<file path="src/rtl/mult_op_sequencer.sv">
// -----------------------------------------------------------------------------
// mult_op_sequencer
//
// Purpose:
//   Upstream operand feeder for booth_mult. Signed operand pairs are buffered
//   in a small FIFO. They are issued one at a time over the multiplier's level
//   en/done handshake. Each product is returned on a single-entry valid/ready
//   output slot. Products leave in the same order as their operand pairs arrived.
//
// Parameters:
//   WIDTH  operand width; products are 2*WIDTH bits, two's complement
//   DEPTH  operand FIFO entries (power of two, >= 2)
//   AW     log2(DEPTH), FIFO pointer width
//
// Ports:
//   clk           clock, rising edge
//   rst_n         asynchronous reset, active-high (asserted when rst_n == 1)
//   in_valid_i    operand pair offered
//   in_ready_o    FIFO can accept (not full)
//   in_a_i/in_b_i signed operands
//   mul_en_o      booth_mult en, held high for the whole operation
//   mul_a_o/b_o   booth_mult operands, frozen while mul_en_o is high
//   mul_done_i    booth_mult done
//   mul_m_i       booth_mult product
//   out_valid_o   product available
//   out_ready_i   consumer accepts product
//   out_m_o       signed product
//   out_tag_o     push-order tag of the product (only with MULT_SEQ_TAG_EN)
//   level_o       FIFO occupancy, 0..DEPTH
//   busy_o        sequencer is not idle
//
// Configuration:
//   MULT_SEQ_TAG_EN  when defined, every pushed pair is tagged with a wrapping
//                    AW+1 bit push counter, and the tag travels with its
//                    product to out_tag_o.
// -----------------------------------------------------------------------------
module mult_op_sequencer #(
    parameter int WIDTH = 8,
    parameter int DEPTH = 4,
    parameter int AW    = 2
) (
    input  logic               clk,
    input  logic               rst_n,
    input  logic               in_valid_i,
    output logic               in_ready_o,
    input  logic [WIDTH-1:0]   in_a_i,
    input  logic [WIDTH-1:0]   in_b_i,
    output logic               mul_en_o,
    output logic [WIDTH-1:0]   mul_a_o,
    output logic [WIDTH-1:0]   mul_b_o,
    input  logic               mul_done_i,
    input  logic [2*WIDTH-1:0] mul_m_i,
    output logic               out_valid_o,
    input  logic               out_ready_i,
    output logic [2*WIDTH-1:0] out_m_o,
`ifdef MULT_SEQ_TAG_EN
    output logic [AW:0]        out_tag_o,
`endif
    output logic [AW:0]        level_o,
    output logic               busy_o
);

    typedef enum logic [1:0] {
        IDLE = 2'd0,
        RUN  = 2'd1,
        GAP  = 2'd2
    } state_t;

    state_t             state_q, state_d;

    logic [WIDTH-1:0]   mem_a [DEPTH];
    logic [WIDTH-1:0]   mem_b [DEPTH];
    logic [AW-1:0]      wr_ptr_q, wr_ptr_d;
    logic [AW-1:0]      rd_ptr_q, rd_ptr_d;
    logic [AW:0]        level_q, level_d;

    logic               mul_en_q, mul_en_d;
    logic [WIDTH-1:0]   mul_a_q, mul_a_d;
    logic [WIDTH-1:0]   mul_b_q, mul_b_d;
    logic               out_valid_q, out_valid_d;
    logic [2*WIDTH-1:0] out_m_q, out_m_d;

`ifdef MULT_SEQ_TAG_EN
    logic [AW:0]        mem_tag [DEPTH];
    logic [AW:0]        tag_cnt_q, tag_cnt_d;
    logic [AW:0]        run_tag_q, run_tag_d;
    logic [AW:0]        out_tag_q, out_tag_d;
`endif

    logic               push;
    logic               pop;
    logic               slot_free;

    // The FIFO accepts whenever it is not full. A pop never frees space for a
    // push in the same cycle, because the FIFO has no bypass.
    assign in_ready_o = (level_q != (AW+1)'(DEPTH));
    assign push       = in_valid_i && in_ready_o;

    // The output slot can take a new product when it is empty, or when it is
    // being drained in this cycle.
    assign slot_free  = !out_valid_q || out_ready_i;

    // FIFO pointer and occupancy bookkeeping. The pointers are AW bits wide,
    // so they wrap modulo DEPTH on their own.
    always_comb begin
        wr_ptr_d = wr_ptr_q + AW'(push);
        rd_ptr_d = rd_ptr_q + AW'(pop);
        level_d  = level_q + (AW+1)'(push) - (AW+1)'(pop);
`ifdef MULT_SEQ_TAG_EN
        tag_cnt_d = tag_cnt_q + (AW+1)'(push);
`endif
    end

    // FIFO storage. It is not reset: entries are only ever read after they
    // have been written.
    always_ff @(posedge clk) begin
        if (push) begin
            mem_a[wr_ptr_q] <= in_a_i;
            mem_b[wr_ptr_q] <= in_b_i;
`ifdef MULT_SEQ_TAG_EN
            mem_tag[wr_ptr_q] <= tag_cnt_q;
`endif
        end
    end

    // Next state and registered outputs. IDLE issues only when the output slot
    // can absorb the eventual product, so a held product is never overwritten.
    // GAP guarantees en is low for at least one cycle between operations.
    always_comb begin
        state_d     = state_q;
        pop         = 1'b0;
        mul_en_d    = mul_en_q;
        mul_a_d     = mul_a_q;
        mul_b_d     = mul_b_q;
        out_valid_d = out_valid_q && !out_ready_i;
        out_m_d     = out_m_q;
`ifdef MULT_SEQ_TAG_EN
        run_tag_d   = run_tag_q;
        out_tag_d   = out_tag_q;
`endif
        case (state_q)
            IDLE: begin
                mul_en_d = 1'b0;
                if ((level_q != '0) && slot_free) begin
                    pop      = 1'b1;
                    mul_a_d  = mem_a[rd_ptr_q];
                    mul_b_d  = mem_b[rd_ptr_q];
                    mul_en_d = 1'b1;
`ifdef MULT_SEQ_TAG_EN
                    run_tag_d = mem_tag[rd_ptr_q];
`endif
                    state_d  = RUN;
                end
            end
            RUN: begin
                mul_en_d = 1'b1;
                if (mul_done_i) begin
                    out_m_d     = mul_m_i;
                    out_valid_d = 1'b1;
                    mul_en_d    = 1'b0;
`ifdef MULT_SEQ_TAG_EN
                    out_tag_d   = run_tag_q;
`endif
                    state_d     = GAP;
                end
            end
            GAP: begin
                mul_en_d = 1'b0;
                state_d  = IDLE;
            end
            default: begin
                mul_en_d = 1'b0;
                state_d  = IDLE;
            end
        endcase
    end

    // All control and output registers. A reset drops mul_en immediately and
    // discards queued pairs and the held product.
    always_ff @(posedge clk or posedge rst_n) begin
        if (rst_n) begin
            state_q     <= IDLE;
            wr_ptr_q    <= '0;
            rd_ptr_q    <= '0;
            level_q     <= '0;
            mul_en_q    <= 1'b0;
            mul_a_q     <= '0;
            mul_b_q     <= '0;
            out_valid_q <= 1'b0;
            out_m_q     <= '0;
`ifdef MULT_SEQ_TAG_EN
            tag_cnt_q   <= '0;
            run_tag_q   <= '0;
            out_tag_q   <= '0;
`endif
        end else begin
            state_q     <= state_d;
            wr_ptr_q    <= wr_ptr_d;
            rd_ptr_q    <= rd_ptr_d;
            level_q     <= level_d;
            mul_en_q    <= mul_en_d;
            mul_a_q     <= mul_a_d;
            mul_b_q     <= mul_b_d;
            out_valid_q <= out_valid_d;
            out_m_q     <= out_m_d;
`ifdef MULT_SEQ_TAG_EN
            tag_cnt_q   <= tag_cnt_d;
            run_tag_q   <= run_tag_d;
            out_tag_q   <= out_tag_d;
`endif
        end
    end

    assign mul_en_o    = mul_en_q;
    assign mul_a_o     = mul_a_q;
    assign mul_b_o     = mul_b_q;
    assign out_valid_o = out_valid_q;
    assign out_m_o     = out_m_q;
    assign level_o     = level_q;
    assign busy_o      = (state_q != IDLE);
`ifdef MULT_SEQ_TAG_EN
    assign out_tag_o   = out_tag_q;
`endif

endmodule
</file>
<file path="config.mk">
export PLATFORM = sky130hd
export DESIGN_NAME = mult_op_sequencer
export DESIGN_NICKNAME = d
export VERILOG_FILES = /design/src/rtl/mult_op_sequencer.sv
export SDC_FILE = /design/constraint.sdc
export NUM_CORES = 1
export LEC_CHECK = 0
export ABC_AREA = 1
export BUFFER_PORTS_ARGS = -buffer_cell sky130_fd_sc_hd__buf_2
export CAP_MARGIN = 5
export CORE_MARGIN = 2
export CORE_UTILIZATION = 55
export DETAILED_ROUTE_END_ITERATION = 12
export PLACE_DENSITY = 0.79
export SKIP_CTS_REPAIR_TIMING = 1
export SLEW_MARGIN = 20
export SYNTH_ARGS = -nofsm -noshare
export SYNTH_HDL_FRONTEND = slang
export SYNTH_SLANG_ARGS = --single-unit
</file>
<file path="constraint.sdc">
create_clock -name clk -period 4.4 [get_ports clk]
set_clock_uncertainty 0.15 [all_clocks]
set_input_delay 0.66 -clock clk [delete_from_list [all_inputs] [get_ports clk]]
set_output_delay 0.66 -clock clk [all_outputs]
set_load 0.005 [all_outputs]
</file>
==> results.toml <==
[worst_setup_path]
cp_max_fo = 21
critPathKind = "flop to flop"
cpMostUsedCell = "nand2_1"
critical_path.top_delay_family = "simple AND/OR/NAND/NOR gates"
slowest_stage = "dfrtp_1"
cpPeakStageDelay_ns = 0.43
start_kind = "flop"
crit_buf_inv = 1
critPathRequiredTime_ns = 4.50
r2r_cells = 9
critPathCaptureType = "flop"
crit_cells = 9
critPathArrivalTime_ns = 2.35
crit_path_cell_trace = "nor2_2 -> nand2_2 -> nand2_4 -> inv_8 -> nand2_1 -> nand2_1 -> ha_1 -> fa_1 -> xor2_1"

[sta]
whs_ns = 0.251
maxSlewViolCount = 0
rsz0062_at_grt = "false"
hold_violations = 0
finalSetupViolations = 0
fin_ws_ns = 2.15
period_share = 0.511
worst_pin_slew_ns = 0.706
final.setup.tns_ns = 0
slew-limit-headroom = 0.530
fin_crit_ns = 2.25
max_freq_mhz = 445

[yosys]
synth-compound-area-share = 0.00448
synthXorXnorAreaFrac = 0.00588
synth_top_family_by_area = "simple AND/OR/NAND/NOR gates"
async_flop_share = 0.402
synth_simple_gate_area_frac = 0.214
yosysWarnings = 0
ys_ff_latch = 107
yosysSeqAreaShare = 0.671
synth.avg_cell_area_um2 = 10.1
synth_area_leaders = "edfxtp_1 43%, dfrtp_1 24%, nand2_1 15%"
syn-cell-area_um2 = 4470
synthAdderAreaFrac = 0.0101
synth_top_cell_by_area = "edfxtp_1"
synth_top_cell_area_share = 0.430
synthMuxAreaShare = 0
syn_inst = 440
synth_edf_count = 64
synthTopCellsByCount = "184 x nand2_1, 71 x inv_1, 64 x edfxtp_1, 43 x dfrtp_1, 33 x nand3_1"
synth_cell_types = 25
syn_nets = 480
synth_flop_cell = "edfxtp_1"
synth_most_common_cell = "nand2_1"

[route]
routed_via_density = 4.78
final_antenna_net_count = 0
drt_wl_total_um = 8030
vias = 2980
drc = 0
drt-initial-drc-count = 113
wl_per_cell_um = 12.9
firstDrtPassIters = 4

[die]
start_util = 0.572
core_um2 = 7810
die_y_um = 94.1
die_w_um = 94.1
ios = 76
num_rows = 32
die-area_um2 = 8860

[clock_tree]
cts_sinks = 107
cts_root_buffer = "clkbuf_8"
clock_latency_ns = 0.36
htreeDepth = 3
cts_buffer_depth = 2
cts_buffers = 9
cts_tree = "done"
path_clk_slew_ns = 0.10

[finish]
areaGrowthSynthToFinish_pct = 15.3
fin_nets = 557
nFillCells = 595
num_antenna_cells = 0
drive_above_1_share = 0.222
utilization = 0.659

[hold_path]
min_path_type = "input port to asynchronous set/reset pin"

[pwr]
peakVddDrop_mv = 0.303
powerDensity_nw_per_um2 = 661
power_leakage_nw = 2.63

[grt]
grt_use_total = 0.196
grt_pass1_wl_um = 12900
grt_pass1_vias = 2887
globalRouteOverflowTotal = 0
antenna_found_initial = 0
grt_max_degree = 44

[placement]
port-buffer-count = 75
hpwl_um = 5210
pre_cts_slack_ns = 1.81
gp_congestion = 0.771

[run_status]
status = "finished, final reports clean"

[job]
cap_viol_max_count = 0
## worst register-to-register path, cell delays in order, from the launching register on
cell and delay [ns]:
dfrtp_1 0.43, nor2_2 0.15, nand2_2 0.10, nand2_4 0.25, inv_8 0.12, nand2_1 0.13
nand2_1 0.07, ha_1 0.19, fa_1 0.38, xor2_1 0.17
## final cells by class
cell class / instances / area [um^2] / share of cell area
sequential: 107 / 3000 / 0.582
multi-input combinational: 241 / 1070 / 0.208
clock buffer: 13 / 213 / 0.0413
tap: 102 / 128 / 0.0248
inverter: 77 / 302 / 0.0586
timing repair buffer: 81 / 420 / 0.0817
clock inverter: 3 / 20.0 / 0.00389
## cells by family after synthesis
family,Yosys count
xor+xnor,3
fa+ha+maj,3
buf+inv,92
compound gates,3
simple gates,232
flops,107
## power by group
group | switching [mW] | internal, mW
Sequential | 0.165 | 1.39
Combinational | 0.766 | 0.435
Clock | 0.319 | 0.326
Total | 1.25 | 2.16
## through the flow
| step | instances | total power, mW | cell area [um^2] |
|---|---|---|---|
| 2_1_floorplan | 440 | 2.43 | 4470 |
| 3_3_place_gp | 608 | 2.73 | 4920 |
| 3_5_place_dp | 608 | 2.79 | 4920 |
| 4_1_cts | 624 | 3.43 | 5150 |
| 5_1_grt | 624 | 3.67 | 5150 |
| 6_report | 624 | 3.40 | 5150 |
## metal layers
metal | vias to the layer above | part of all wire | track usage
met3 | 11 | 0.054 | 0.0337
met1 | 1364 | 0.43 | 0.231
met2 | 97 | 0.50 | 0.338
met5 | - | 0 | 0
met4 | 0 | 0.018 | 0.112
li1 | 1508 | - | -
## worst paths after layout
| path | from | end | slack, ns |
|---|---|---|---|
| max in group asynchronous | rst_n | mul_b_o[2]$_DFFE_PP0P_ | 3.48 |
| setup reg to reg | level_o[1]$_DFF_PP0_ | level_o[2]$_DFF_PP0_ | 2.15 |
| setup / recovery | level_o[1]$_DFF_PP0_ | level_o[2]$_DFF_PP0_ | 2.15 |
| hold / removal | rst_n | out_m_o[10]$_DFFE_PP0P_ | 0.25 |
| min in group clk | out_m_o[6]$_DFFE_PP0P_ | out_m_o[6]$_DFFE_PP0P_ | 0.33 |
| hold reg to reg | out_m_o[6]$_DFFE_PP0P_ | out_m_o[6]$_DFFE_PP0P_ | 0.33 |
## cells in the final DEF (no fill, tap or decap), types with 3 or more instances in the layout
| cell type | n |
|---|---|
| buf_2 | 75 |
| inv_2 | 3 |
| clkbuf_16 | 3 |
| nand2_2 | 4 |
| edfxtp_1 | 64 |
| nand2_1 | 184 |
| inv_4 | 3 |
| buf_4 | 6 |
| nand3_1 | 33 |
| dfrtp_1 | 43 |
| clkbuf_8 | 10 |
| nor3_2 | 4 |
| inv_1 | 70 |
## sequential cells by signal, summed over array words and instances, names as in the netlist
name         flops
level_o          3
mem_a           32
mem_b           32
mul_a_o          8
mul_b_o          8
mul_en_o         1
out_m_o         16
out_valid_o      1
rd_ptr_q         2
state_q          2
wr_ptr_q         2
(Power assumes the default switching activity.)
